<file path="config.mk">
export PLATFORM = sky130hd
export DESIGN_NAME = nibble_serial_add_sequencer
export DESIGN_NICKNAME = d
export VERILOG_FILES = /design/src/rtl/nibble_serial_add_sequencer.sv
export SDC_FILE = /design/constraint.sdc
export NUM_CORES = 1
export LEC_CHECK = 0
export ABC_AREA = 0
export BUFFER_PORTS_ARGS = -buffer_cell sky130_fd_sc_hd__buf_2
export CAP_MARGIN = 40
export CELL_PAD_IN_SITES_DETAIL_PLACEMENT = 1
export CELL_PAD_IN_SITES_GLOBAL_PLACEMENT = 2
export CORE_MARGIN = 2
export CORE_UTILIZATION = 37
export DETAILED_ROUTE_END_ITERATION = 7
export GPL_ROUTABILITY_DRIVEN = 0
export PLACE_DENSITY = 0.84
export SLEW_MARGIN = 20
export SYNTH_ARGS = -nofsm -noshare
export SYNTH_HDL_FRONTEND = slang
export SYNTH_SLANG_ARGS = --single-unit
</file>
<file path="constraint.sdc">
create_clock -name clk -period 3.2 [get_ports clk]
set_input_delay 0.16 -clock clk [delete_from_list [all_inputs] [get_ports clk]]
set_output_delay 0.16 -clock clk [all_outputs]
set_load 0.02 [all_outputs]
</file>
<file path="src/rtl/nibble_serial_add_sequencer.sv">
// Serial WIDTH-bit adder/subtractor that reuses one 4-bit ripple-carry slice,
// processing one nibble per clock (LSB first) between valid/ready handshakes.
module nibble_serial_add_sequencer #(
    parameter int WIDTH = 16,
    parameter int NIBS  = WIDTH / 4
) (
    input  logic             clk,
    input  logic             rst_n,
    input  logic             in_valid,
    output logic             in_ready,
    input  logic [WIDTH-1:0] in_a,
    input  logic [WIDTH-1:0] in_b,
    input  logic             in_sub,
    input  logic             in_cin,
    output logic             out_valid,
    input  logic             out_ready,
    output logic [WIDTH-1:0] out_sum,
    output logic             out_carry,
    output logic             out_ovf,
    output logic             busy
);

    localparam int              IDXW     = (NIBS > 1) ? $clog2(NIBS) : 1;
    localparam logic [IDXW-1:0] LAST_IDX = IDXW'(NIBS - 1);

    localparam logic [1:0] S_IDLE = 2'd0;
    localparam logic [1:0] S_RUN  = 2'd1;
    localparam logic [1:0] S_DONE = 2'd2;

    if ((WIDTH % 4) != 0 || WIDTH < 4 || NIBS != WIDTH / 4) begin : g_bad_param
        $error("nibble_serial_add_sequencer: WIDTH must be a multiple of 4 (>= 4) and NIBS = WIDTH/4");
    end

    // Returns {carry out of bit 3, carry into bit 3, sum[3:0]}; the two carries
    // together give signed overflow when this slice holds the MSB nibble.
    function automatic logic [5:0] add4(input logic [3:0] a, input logic [3:0] b,
                                        input logic cin);
        logic [3:0] low;
        logic [4:0] full;
        low  = {1'b0, a[2:0]} + {1'b0, b[2:0]} + {3'b000, cin};
        full = {1'b0, a} + {1'b0, b} + {4'b0000, cin};
        return {full[4], low[3], full[3:0]};
    endfunction

    logic [1:0]       state_q,     state_d;
    logic [IDXW-1:0]  idx_q,       idx_d;
    logic             carry_q,     carry_d;
    logic [WIDTH-1:0] out_sum_q,   out_sum_d;
    logic             out_carry_q, out_carry_d;
    logic             out_ovf_q,   out_ovf_d;
    logic [WIDTH-1:0] a_q,         a_d;
    logic [WIDTH-1:0] b_q,         b_d;
    logic [WIDTH-1:0] acc_q,       acc_d;

    logic [3:0] a_nib;
    logic [3:0] b_nib;
    logic [5:0] slice;

    always_comb begin
        a_nib = 4'h0;
        b_nib = 4'h0;
        for (int i = 0; i < NIBS; i++) begin
            if (idx_q == IDXW'(i)) begin
                a_nib = a_q[i*4 +: 4];
                b_nib = b_q[i*4 +: 4];
            end
        end
        slice = add4(a_nib, b_nib, carry_q);
    end

    always_comb begin
        state_d     = state_q;
        idx_d       = idx_q;
        carry_d     = carry_q;
        out_sum_d   = out_sum_q;
        out_carry_d = out_carry_q;
        out_ovf_d   = out_ovf_q;
        a_d         = a_q;
        b_d         = b_q;
        acc_d       = acc_q;
        case (state_q)
            S_IDLE: begin
                if (in_valid) begin
                    // Subtraction folds into addition: invert B and the borrow-in.
                    a_d     = in_a;
                    b_d     = in_b ^ {WIDTH{in_sub}};
                    carry_d = in_cin ^ in_sub;
                    idx_d   = '0;
                    state_d = S_RUN;
                end
            end
            S_RUN: begin
                for (int i = 0; i < NIBS; i++) begin
                    if (idx_q == IDXW'(i)) begin
                        acc_d[i*4 +: 4] = slice[3:0];
                    end
                end
                carry_d = slice[5];
                if (idx_q == LAST_IDX) begin
                    out_sum_d   = acc_d;
                    out_carry_d = slice[5];
                    out_ovf_d   = slice[5] ^ slice[4];
                    idx_d       = '0;
                    state_d     = S_DONE;
                end else begin
                    idx_d = idx_q + IDXW'(1);
                end
            end
            S_DONE: begin
                if (out_ready) begin
                    state_d = S_IDLE;
                end
            end
            default: begin
                state_d = S_IDLE;
            end
        endcase
    end

    always_ff @(posedge clk or negedge rst_n) begin
        if (!rst_n) begin
            state_q     <= S_IDLE;
            idx_q       <= '0;
            carry_q     <= 1'b0;
            out_sum_q   <= '0;
            out_carry_q <= 1'b0;
            out_ovf_q   <= 1'b0;
        end else begin
            state_q     <= state_d;
            idx_q       <= idx_d;
            carry_q     <= carry_d;
            out_sum_q   <= out_sum_d;
            out_carry_q <= out_carry_d;
            out_ovf_q   <= out_ovf_d;
        end
    end

    // Operand and partial-result registers are always rewritten before use.
    always_ff @(posedge clk) begin
        a_q   <= a_d;
        b_q   <= b_d;
        acc_q <= acc_d;
    end

    assign in_ready  = (state_q == S_IDLE);
    assign out_valid = (state_q == S_DONE);
    assign busy      = (state_q != S_IDLE);
    assign out_sum   = out_sum_q;
    assign out_carry = out_carry_q;
    assign out_ovf   = out_ovf_q;

endmodule

</file>
# Word level (Yosys, flattened, before mapping)
# Cells that the tools add are included.
# W data, S select, Z words.
# word_totals
regBits	71
elab_cells	54
# classes
n_addsub	5
n_eq_ne	8
mux	21
bitwise_logic	3
n_reduce_logical	8
# op_table
op	n
$mux W4	12
$xor A16 B16 Y16	1
$mux W2	5
$eq A2 B2 Y1 const B	3
$pmux W2 S3	1
$reduce_and A2 Y1	3
$add A4 B4 Y5	1
$add A5 B1 Y5	1
$add A3 B3 Y4	1
$add A4 B1 Y4	1
$eq A2 B1 Y1 const B	2
$logic_not A2 Y1	2
$ne A2 B2 Y1 const B	2
$pmux W2 S2	1
$reduce_bool A2 Y1	2
$reduce_and A3 Y1	1
$add A2 B1 Y2 const B	1
$ne A2 B1 Y1 const B	1
$pmux W1 S2	1
$xor A1 B1 Y1	2
$mux W1	1

# Longest topological paths before layout
# depth
ltp_word	8
ltp_mapped	14
ltp_nobuf	13

# Least setup slack after synthesis
# OpenSTA, ideal clock, no wires.
# synth_path
path_kind	reg-to-reg
from	reg idx_q[0]
to	reg out_sum_q[1] (netlist: out_sum[1])
arrival_ns	2.814
required_time_ns	3.075
setup_slack_ns	0.261
path_stages_with_launch	13
period_less_slack_ns	2.939
cell_sequence	dfrtp_1 inv_1 ha_1 buf_4 nor2b_1 a221oi_1 nor3_1 a21oi_1 fa_1 inv_1 fa_1 mux2_2 mux2_2
# synth_between
elab_chain_len	8
# synth_lines
item	line_no	rtl
start: declaration	46	logic [IDXW-1:0] idx_q, idx_d;
start signal: assignment	130	idx_q <= idx_d;
$logic_not A2 Y1	63, 94	
$mux W4 (4 in a row)	63	if (idx_q == IDXW'(i)) begin
$add A4 B4 Y5	41	full = {1'b0, a} + {1'b0, b} + {4'b0000, cin};
$add A5 B1 Y5	41	
$mux W4	94	if (idx_q == IDXW'(i)) begin
end signal: assignment	132	out_sum_q <= out_sum_d;
end: declaration	48	logic [WIDTH-1:0] out_sum_q, out_sum_d;
# Parallel ways exist; a longest one is shown, timed or not.
# A chain may end at the register's enable or synchronous reset.

# Worst setup path in the final report
# layout_path
from	reg idx_q[0]
to	reg out_sum_q[10] (netlist: out_sum[10])
# layout_between
elab_chain_len	8
# layout_lines
item	line_no
$logic_not A2 Y1	63
$mux W4 (4 in a row)	63
$add A4 B4 Y5	41
$add A5 B1 Y5	41
$mux W4	94
# Parallel ways exist; a longest one is shown, timed or not.

==> out/metrics.cfg <==
[critical_path]
criticalPathCategory=flop to flop
worst-path-max-fanout=5
path_buf_inv=2
critPathMaxStageDelay_ps=420
cp.required_ps=3440
start_kind=flop
slowest_stage=dfrtp_1
cp_top_family=adder cells
cp_cell_sequence=inv_1 > ha_1 > nor2b_2 > a221oi_1 > nor3_1 > a21oi_1 > fa_1 > inv_1 > fa_1 > xnor2_1 > a21oi_1 > mux2_4
r2r_start=idx_q[0]$_DFFE_PN0P_
cp-endpoint=out_sum[10]$_DFFE_PN0P_
startpoint=idx_q[0]$_DFFE_PN0P_
cp.depth=12
r2r_cells=12
rrSetupSlack_ps=190
rr_endpoint=out_sum[10]$_DFFE_PN0P_
arrival_ps=3250
worstSetupEndpointType=flop

[grt]
gr-usage-all-layers_pct=16.76
grt_max_degree=33
grt_pass1_vias=2233
grt_antenna_before_repair=0
grt_pass1_wl_um=11140
grt_remaining_overflow=0

[timing]
finalCritPeriodShare_pct=94.16
slew_headroom_pct=61.54
finClkSkew_ps=12.30
post-route-min-period_ps=3013
timing.final.hold_violations=0
tightest_slew_ps=576.8
drv_slew=0
setup_viol=0
setup_slack_ps=186.8
rsz0062_at_grt=true
max_freq_mhz=331.9

[clock_tree]
h-tree-depth=3
numCtsBuffers=9
clkTransAtPathRegs_ps=80
insertion_delay_ps=350
clock_sinks=67
cts_tree=yes
cts_root_buffer=clkbuf_8
cts_buffer_depth=2

[hold_path]
hp-start=out_ready
worstHoldPathType=input port to flop

[placement]
place_area_um2=3465
dp_worst_setup_slack_ps=70.22
port_buffers=58
hpwlAfterDp_um=4724

[logic_synthesis]
synth-seq-area-share_pct=61.68
ys_types=34
async_flop_share_pct=34.33
syn-cell-area_um2=3075
ys_warn_count=0
synth_edf_count=44
synthFlopType=edfxtp_1
ys_ff_latch=67
synth_cells=234
syn_nets=281
syn-mean-instance-area_um2=13.14

[floorplan]
initial_core_util_pct=37.81
core_um2=8134
die_w_um=95.17
die_h_um=95.17
dieArea_um2=9057
rows=33
num_io_pins=59

[drt]
avgRoutedWirePerCell_um=16.05
antenna_left=0
vias=2044
drtPass1Iterations=4
drt_iter0_drc=59
via_per_inst=4.821
drt-total-wl_um=6804
drc=0

[finish]
num-fill-cells=874
seq_area_um2=1897
final_common_cell=buf_2
multi_input_area_um2=1071
final_core_util_pct=47.32
fin_nets=361
stdcell_area_um2=3849
drive_gt1_share_pct=31.66
diodes=0
layout_common_cells=buf_2, edfxtp_1, dfrtp_1, nand2_1, xor2_1
syn_to_final_growth_pct=25.14

[power_and_ir_drop]
cellPowerDensity_nw_per_um2=1122
p_sw_share_pct=40.40
ir_worst_vdd_mv=0.3302
p_sw_mw=1.744
static-leakage-power_nw=1.629
clockPowerShare_pct=16.0
p_int_mw=2.573
comb_power_share_pct=49.5
seqPwrFrac_pct=34.5

[run_status]
status=complete, no violations

[run]
max_cap_viol_count=0

cells by family (layout without fill, tap and decap cells):
logic type	Yosys count	after routing	share of synthesized area [%]
xor gates and xnor gates	21	21	5.981
DFF	67	67	61.68
adders and majority gates	9	9	4.150
and+or+nand+nor	56	56	9.602
muxes	16	16	6.062
buffers and inverters	24	109	4.231
AOI/OAI and AO/OA	41	41	8.300
per-layer routing:
| metal | GRT usage (%) | vias to the layer above | routed length [um] |
|---|---|---|---|
| li1 | - | 980 | - |
| met1 | 19.56 | 993 | 2883 |
| met2 | 29.05 | 58 | 3456 |
| met3 | 3.320 | 13 | 303 |
| met4 | 8.816 | 0 | 160 |
| met5 | 0 | - | 0 |
registers in the layout, indices dropped and copies added, names as in the netlist:
| signal | count |
|---|---|
| carry_q | 1 |
| out_carry | 1 |
| idx_q | 2 |
| out_sum | 16 |
| a_q | 16 |
| state_q | 2 |
| acc_q | 12 |
| b_q | 16 |
| out_ovf | 1 |
cell usage after synthesis (6+ instances only):
library cell / instances / share of area (%)
a21oi_1: 15 / 2.4
a221oi_1: 6 / 1.7
buf_2: 8 / 1.3
dfrtp_1: 23 / 19
edfxtp_1: 44 / 43
ha_1: 7 / 2.8
inv_1: 10 / 1.2
mux2_2: 9 / 3.3
nand2_1: 20 / 2.4
nor2_1: 14 / 1.7
nor2b_1: 7 / 1.4
o21ai_0: 11 / 1.8
xor2_1: 19 / 5.4
final cells by class:
cell class                      instances  share of cell area (%)
Clock buffer                            9                   3.218
Tap cell                              105                   3.414
Inverter                               10                  0.9753
Sequential cell                        67                   49.28
Multi-Input combinational cell        143                   27.83
Clock inverter                          7                   1.756
Timing Repair Buffer                   83                   13.52
power by group through the flow:
stage | sequential [mW] | combinational [mW] | clock, mW
2_1_floorplan | 1.59 | 1.37 | 0
4_1_cts | 1.50 | 2.13 | 0.713
6_report | 1.49 | 2.14 | 0.689
3_3_place_gp | 1.49 | 2.01 | 0
3_5_place_dp | 1.51 | 2.09 | 0
5_1_grt | 1.52 | 2.40 | 0.747
worst min path at each step:
| stage | end | slack (ps) | depth (start not counted) |
|---|---|---|---|
| floorplan | carry_q$_DFFE_PN0P_ | -140 | 0 |
| global placement | out_sum[13]$_DFFE_PN0P_ | 180 | 1 |
| detailed placement | out_sum[13]$_DFFE_PN0P_ | 190 | 1 |
| CTS | state_q[1]$_DFFE_PN0P_ | 1 | 2 |
| global route | state_q[1]$_DFFE_PN0P_ | 40 | 2 |
| finish | state_q[1]$_DFFE_PN0P_ | 20 | 2 |
stage by stage:
stage | instances | hold slack (ps) | total power [mW] | setup TNS (ps)
finish | 424 | 17.45 | 4.317 | 0
CTS | 424 | 1.273 | 4.333 | 0
floorplan | 234 | -135.6 | 2.962 | 0
detailed placement | 391 | 189.6 | 3.604 | 0
global placement | 391 | 177.8 | 3.501 | 0
global route | 424 | 40.58 | 4.668 | -88.75
timing repair:
| item | in CTS | in global routing |
|---|---|---|
| hold buffers | 17 | 0 |
| endpoints found under the setup margin | 0 | 17 |
| resized for setup | 0 | 5 |
| setup buffers | 0 | 0 |
| endpoints found under the hold margin | 39 | 0 |
(Power assumes the default switching activity.)
